### src/rtl/element_stamp_controller.sv
// ---------------------------------------------------------------------------
// element_stamp_controller
//
// Purpose:
//   Runs the stamping stage that follows element entry. Walks element memory
//   from address 0 to element_count-1, decodes each element into its
//   nodal-matrix stamp entries and hands them one at a time to the matrix
//   accumulator over a valid/ready link. end_process rises once every element
//   has been stamped.
//
// Ports:
//   clk, program_reset           clock, synchronous active-high reset
//   start_process, element_count begin a pass; count latched at start
//   mem_addr, mem_rd             element memory read (data valid 1 cycle later)
//   mem_type/value/exponent/node_a/node_b   element memory read data
//   stamp_valid, stamp_ready     stamp handshake
//   stamp_rhs/row/col/value/exponent/neg    stamp payload
//   busy, type_error, end_process           status
//
// Build option:
//   ERROR_HALT_EN  when defined, an unsupported element type halts the pass in
//                  ERROR instead of being skipped.
//
// States:
//   state    | meaning
//   IDLE     | waiting for start_process
//   FETCH    | mem_rd pulse for the current index
//   MEM_WAIT | memory data valid; captured at the end of this cycle
//   DECODE   | build the stamp entry mask for the captured element
//   STAMP    | present pending entries one by one until all are accepted
//   NEXT     | advance index, decide FETCH or DONE
//   DONE     | pass complete, hold until reset
//   ERROR    | unsupported type seen (ERROR_HALT_EN only), hold until reset
// ---------------------------------------------------------------------------
module element_stamp_controller #(
  parameter int ADDR_W = 5,
  parameter int NODE_W = 3,
  parameter int VAL_W  = 16
) (
  input  logic              clk,
  input  logic              program_reset,
  input  logic              start_process,
  input  logic [ADDR_W-1:0] element_count,
  output logic [ADDR_W-1:0] mem_addr,
  output logic              mem_rd,
  input  logic [1:0]        mem_type,
  input  logic [VAL_W-1:0]  mem_value,
  input  logic [3:0]        mem_exponent,
  input  logic [NODE_W-1:0] mem_node_a,
  input  logic [NODE_W-1:0] mem_node_b,
  output logic              stamp_valid,
  input  logic              stamp_ready,
  output logic              stamp_rhs,
  output logic [NODE_W-1:0] stamp_row,
  output logic [NODE_W-1:0] stamp_col,
  output logic [VAL_W-1:0]  stamp_value,
  output logic [3:0]        stamp_exponent,
  output logic              stamp_neg,
  output logic              busy,
  output logic              type_error,
  output logic              end_process
);

  localparam logic [2:0] S_IDLE     = 3'd0;
  localparam logic [2:0] S_FETCH    = 3'd1;
  localparam logic [2:0] S_MEM_WAIT = 3'd2;
  localparam logic [2:0] S_DECODE   = 3'd3;
  localparam logic [2:0] S_STAMP    = 3'd4;
  localparam logic [2:0] S_NEXT     = 3'd5;
  localparam logic [2:0] S_DONE     = 3'd6;
  localparam logic [2:0] S_ERROR    = 3'd7;

  logic [2:0]        state_q;
  logic [ADDR_W-1:0] index_q;
  logic [ADDR_W-1:0] count_q;
  logic [1:0]        el_type_q;
  logic [VAL_W-1:0]  el_value_q;
  logic [3:0]        el_exp_q;
  logic [NODE_W-1:0] node_a_q;
  logic [NODE_W-1:0] node_b_q;
  logic [3:0]        pend_q;
  logic              type_error_q;

  logic [ADDR_W-1:0] index_inc;
  assign index_inc = index_q + ADDR_W'(1);

  // Candidate stamp entries for the captured element. ent_ok marks the
  // entries that survive (no ground node, supported type, a!=b for R).
  logic [NODE_W-1:0]            a_m1, b_m1;
  logic                         a_nz, b_nz;
  logic [3:0]                   ent_ok;
  logic [3:0]                   ent_rhs;
  logic [3:0]                   ent_neg;
  logic [3:0][NODE_W-1:0]       ent_row;
  logic [3:0][NODE_W-1:0]       ent_col;

  assign a_m1 = node_a_q - NODE_W'(1);
  assign b_m1 = node_b_q - NODE_W'(1);
  assign a_nz = |node_a_q;
  assign b_nz = |node_b_q;

  always_comb begin
    ent_ok  = '0;
    ent_rhs = '0;
    ent_neg = '0;
    ent_row = '0;
    ent_col = '0;
    case (el_type_q)
      2'd0: begin
        if (node_a_q != node_b_q) begin
          ent_row[0] = a_m1;  ent_col[0] = a_m1;  ent_ok[0] = a_nz;
          ent_row[1] = b_m1;  ent_col[1] = b_m1;  ent_ok[1] = b_nz;
          ent_row[2] = a_m1;  ent_col[2] = b_m1;  ent_ok[2] = a_nz & b_nz;
          ent_neg[2] = 1'b1;
          ent_row[3] = b_m1;  ent_col[3] = a_m1;  ent_ok[3] = a_nz & b_nz;
          ent_neg[3] = 1'b1;
        end
      end
      2'd1: begin
        ent_rhs[0] = 1'b1;  ent_row[0] = a_m1;  ent_ok[0] = a_nz;
        ent_rhs[1] = 1'b1;  ent_row[1] = b_m1;  ent_ok[1] = b_nz;
        ent_neg[1] = 1'b1;
      end
      default: begin
        ent_ok = '0;
      end
    endcase
  end

  // The entry on the link is the lowest pending one; it stays selected until
  // its bit is cleared by a transfer, which keeps the payload stable.
  logic [1:0] sel;
  logic [3:0] pend_next;

  always_comb begin
    sel = 2'd3;
    if (pend_q[0])      sel = 2'd0;
    else if (pend_q[1]) sel = 2'd1;
    else if (pend_q[2]) sel = 2'd2;
  end

  assign pend_next = pend_q & ~(4'b0001 << sel);

  always_ff @(posedge clk) begin
    if (program_reset) begin
      state_q      <= S_IDLE;
      index_q      <= '0;
      count_q      <= '0;
      el_type_q    <= '0;
      el_value_q   <= '0;
      el_exp_q     <= '0;
      node_a_q     <= '0;
      node_b_q     <= '0;
      pend_q       <= '0;
      type_error_q <= 1'b0;
    end else begin
      case (state_q)
        S_IDLE: begin
          if (start_process) begin
            count_q <= element_count;
            index_q <= '0;
            state_q <= (element_count == '0) ? S_DONE : S_FETCH;
          end
        end
        S_FETCH: begin
          state_q <= S_MEM_WAIT;
        end
        S_MEM_WAIT: begin
          el_type_q  <= mem_type;
          el_value_q <= mem_value;
          el_exp_q   <= mem_exponent;
          node_a_q   <= mem_node_a;
          node_b_q   <= mem_node_b;
          state_q    <= S_DECODE;
        end
        S_DECODE: begin
          if (el_type_q[1]) begin
            type_error_q <= 1'b1;
`ifdef ERROR_HALT_EN
            state_q      <= S_ERROR;
`else
            state_q      <= S_NEXT;
`endif
          end else if (ent_ok == 4'b0000) begin
            state_q <= S_NEXT;
          end else begin
            pend_q  <= ent_ok;
            state_q <= S_STAMP;
          end
        end
        S_STAMP: begin
          if (stamp_ready) begin
            pend_q <= pend_next;
            if (pend_next == 4'b0000) state_q <= S_NEXT;
          end
        end
        S_NEXT: begin
          index_q <= index_inc;
          state_q <= (index_inc == count_q) ? S_DONE : S_FETCH;
        end
        S_DONE: begin
          state_q <= S_DONE;
        end
`ifdef ERROR_HALT_EN
        S_ERROR: begin
          state_q <= S_ERROR;
        end
`endif
        default: begin
          state_q <= S_IDLE;
        end
      endcase
    end
  end

  logic in_stamp;
  assign in_stamp = (state_q == S_STAMP);

  assign mem_rd         = (state_q == S_FETCH);
  assign mem_addr       = mem_rd ? index_q : '0;
  assign stamp_valid    = in_stamp;
  assign stamp_rhs      = in_stamp & ent_rhs[sel];
  assign stamp_neg      = in_stamp & ent_neg[sel];
  assign stamp_row      = in_stamp ? ent_row[sel] : '0;
  // Column is forced to 0 for RHS entries; ent_col is already 0 there.
  assign stamp_col      = in_stamp ? ent_col[sel] : '0;
  assign stamp_value    = in_stamp ? el_value_q : '0;
  assign stamp_exponent = in_stamp ? el_exp_q : '0;
  assign busy           = (state_q != S_IDLE) && (state_q != S_DONE) &&
                          (state_q != S_ERROR);
  assign type_error     = type_error_q;
  assign end_process    = (state_q == S_DONE);

endmodule

### config.mk
export PLATFORM = sky130hd
export DESIGN_NAME = element_stamp_controller
export DESIGN_NICKNAME = d
export VERILOG_FILES = /design/src/rtl/element_stamp_controller.sv
export SDC_FILE = /design/constraint.sdc
export NUM_CORES = 1
export LEC_CHECK = 0
export CORE_MARGIN = 1.5
export CORE_UTILIZATION = 34
export DETAILED_ROUTE_END_ITERATION = 10
export PLACE_DENSITY = 0.67
export SLEW_MARGIN = 20
export SYNTH_ARGS = -nofsm -noshare
export SYNTH_HDL_FRONTEND = slang
export SYNTH_SLANG_ARGS = --single-unit
### constraint.sdc
create_clock -name clk -period 2.05 [get_ports clk]
set_input_delay 0.205 -clock clk [delete_from_list [all_inputs] [get_ports clk]]
set_output_delay 0.205 -clock clk [all_outputs]
set_load 0.02 [all_outputs]
==> summary by stage <==
Global routing
Summed over all layers, the global routing overflow is 0. The overall track demand over capacity in global routing is 18.0%. The first global-routing pass estimated 11.1 mm of wire. Entering global routing, the biggest net connects 29 pins. The number of antenna violations at the first check in global routing is 0. The via count of the first global-routing pass is 2482.

Placed design
Buffers placed on the I/O ports in this run total 74. Detailed placement finished with a half-perimeter wire length of 4.87 mm. The placed cell area is 3460 sq um. At the end of routability-driven placement, the weighted congestion stood at 0.831.

Power
The cell area power density is 654 nW/um^2. VDD sags by at most 280 uV. The analysis attributes to cell leakage a power of 1.55 nW. The post-layout total power is 2.39 mW.

Critical path
The worst setup path is launched from a flip-flop. Traced cell by cell, the critical path runs through nor2_2 > nand2_2 > or4_4 > a211oi_1 > buf_2. The critical path data required time is 1.85 ns. The endpoint class of the critical path is a primary output. The highest net fanout along the worst path is 4. Broken down by cell family, the worst path's largest delay share belongs to simple AND/OR/NAND/NOR gates. For the worst setup path, the data arrival time is 1.80 ns. The slowest stage of the critical path is the or4_4 cell. The number of buffers and inverters on the critical path is 1.

The start-to-end type of the worst setup path is reg2out. The largest single stage delay on the critical path is 0.51 ns.

Detailed routing
The post-detailed-routing wire length is 6.64 mm. The number of remaining DRC errors is 0. The detail route stage leaves a number of antenna-violating nets equal to 0. Dividing the detail-routed wire length by the instance count gives 12.8 microns.

The detailed router's first-iteration violation count is 83. The first detailed-routing pass took 4 iterations. The number of vias per cell after detailed routing is 4.86. The total number of vias is 2529.

Synthesis
The fraction of registers with async set/reset is 0%. Yosys printed 0 warnings. The cell area after technology mapping is 2480 sq um.

The synthesized design devotes to its leading area cell type 37.1% of total area. After synthesis the netlist holds a flip-flop and latch count of 46. The post-synthesis instance total is 334. The most used flip-flop cell after synthesis is dfxtp_1. Counting flops with a built-in enable in the synthesized netlist gives 0. Ranked by total cell area, the synthesized netlist is headed by dfxtp_1 (37%), nand2_1 (10%), a21oi_1 (9.1%).

The total nets after synthesis is 376. The mean area per synthesized cell is 7.42 sq um. Of all cell types, the one taking the most synthesized area is dfxtp_1. The unique cell type count in the Yosys netlist is 48. The share of synthesized area occupied by flip-flops and latches is 37.1%.

Cells and area
The area of all placed cells without fillers is 3650 sq um. The count of antenna diodes in the layout is 0. The library cell used most frequently in the layout, excluding fill and tap cells, is nand2_1. In the layout the commonest cells are nand2_1 (68), a21oi_1 (45), clkdlybuf4s50_1 (43). The end-of-flow core utilization is 52.9%. After the last flow step, the layout net total stands at 465. The area growth from synthesis to layout is 47.4%.

Of the cells placed in the final design, the portion with a size suffix greater than 1 is 15.8%.

Timing
Setup repair after global routing could not meet its margin everywhere. Between clock sinks in the finished design, the worst skew comes to 0.00497 ns. The final clock period utilization by the worst path is 98.0%. The time the final worst path needs with I/O delays and setup is 2.01 ns. The remaining max-slew budget at the tightest pin is 71.6%. The worst-case hold slack is 0.448 ns. For the final routed database, the setup TNS stands at 0 ns. The pin slew with the least headroom to its limit is 0.423 ns. Setup violations remaining at the end of the flow were counted as 0. Timing would allow up to 0.498 GHz. The final hold violation count is 0. The number of pins with negative max-slew slack in the final report came to 0.

CTS
TritonCTS built the clock tree. The CTS root buffer is clkbuf_8. The longest clock path from root to sink contains 2 buffers. In this run the number of H-tree levels came out at 2. The clock transition at the registers of the reported paths is 0.09 ns. The number of clock sinks is 46. The clock latency reported for the late side of the worst-skew pair is 0.29 ns. The CTS buffer count is 5.

Floorplanning
The floorplan has 30 rows. From bottom edge to top edge, the die measures 88.4 microns. The region available for standard cell placement spans 6910 sq um. The die footprint is 7820 sq um. For this design the top-level I/O count stands at 75.

The overall die width is 88.4 microns. For this configuration, the core starts out at a cell density of 35.9%.

Hold path
The type of the tightest min-delay check is in2reg.

Flow run
The count of maximum capacitance violations is 0.

Status
The run finished with clean final reports.
[stage by stage]
step | cells | setup WS [ns]
after floorplan | 334 | 0.0174
after global placement | 511 | -0.142
after detailed placement | 511 | -0.167
after CTS | 519 | -0.00284
after global routing | 520 | -0.0495
final | 520 | 0.0402
[final timing paths]
path	slack, ns	to	cells past startpoint	start
setup reg to reg	0.10	pend_q[2]$_SDFFE_PP0P_	8	node_a_q[0]$_SDFFE_PP0P_
setup / recovery	0.04	stamp_col[1]	5	state_q[1]$_SDFFE_PP0P_
hold reg to reg	0.45	el_value_q[13]$_SDFFE_PP0P_	2	el_value_q[13]$_SDFFE_PP0P_
hold / removal	0.45	node_b_q[0]$_SDFFE_PP0P_	3	mem_node_b[0]
[where the power goes]
group | internal (mW) | switching, mW
combinational | 0.268 | 0.302
clock | 0.520 | 0.308
sequential | 0.952 | 0.0383
total | 1.74 | 0.649
[cell usage after synthesis, types with 4 or more instances]
library cell / instances
o21ai_0: 11
mux2i_1: 6
clkbuf_1: 15
and2_1: 21
nor2b_1: 6
nand3b_1: 4
nor2_1: 26
a21oi_1: 45
dfxtp_1: 46
nand3_1: 4
inv_1: 9
ha_1: 5
and3_1: 5
nand2_1: 69
nor3_1: 6
xor2_1: 9
or3_1: 4
[per-layer routing]
metal	vias to the layer above	part of all wire [%]	global-route usage, %
met5	-	0	0
met4	0	1.0	4.83
met3	5	5.9	4.85
met2	62	49	31.4
met1	1158	44	21.7
li1	1304	-	-
[cells by family (layout without fill, tap and decap cells)]
logic type / Yosys count / after routing / synth area share, %
XOR/XNOR: 11 / 11 / 3.89
flip-flops: 46 / 46 / 37.1
AND/OR/NAND/NOR: 160 / 160 / 31.5
buffers and inverters: 29 / 119 / 4.54
multiplexers: 6 / 6 / 2.42
AO/OA/AOI/OAI: 76 / 76 / 17.6
adder cells (fa/ha/maj): 6 / 6 / 2.93
[area by class of cell]
type                            count  area (sq um)
Fill cell                         694          3250
Clock inverter                      2          60.1
Multi-Input combinational cell    259          1540
Clock buffer                        6          82.6
Sequential cell                    46           928
Timing Repair Buffer              100           883
Inverter                           11          43.8
Tap cell                           96           120
[worst min-delay path, delay by kind of cell]
| kind | cells | cell delay [ns] |
|---|---|---|
| AND/OR/NAND/NOR | 1 | 0.06 |
| buffers and inverters | 1 | 0.39 |
| AO/OA/AOI/OAI | 1 | 0.05 |
[sequential cells by signal, indices dropped and copies added, names as in the netlist]
signal	cells
el_value_q	16
count_q	5
index_q	5
el_exp_q	4
pend_q	4
node_a_q	3
node_b_q	3
state_q	3
el_type_q	2
type_error	1
[repair_timing]
item / in CTS / in global routing
setup endpoints to repair: 36 / 31
gates resized for setup: 64 / 16
buffers inserted: 0 / 1
hold buffers: 0 / 0
pin swaps: 1 / 6
Power figures use the tool's default switching activity.
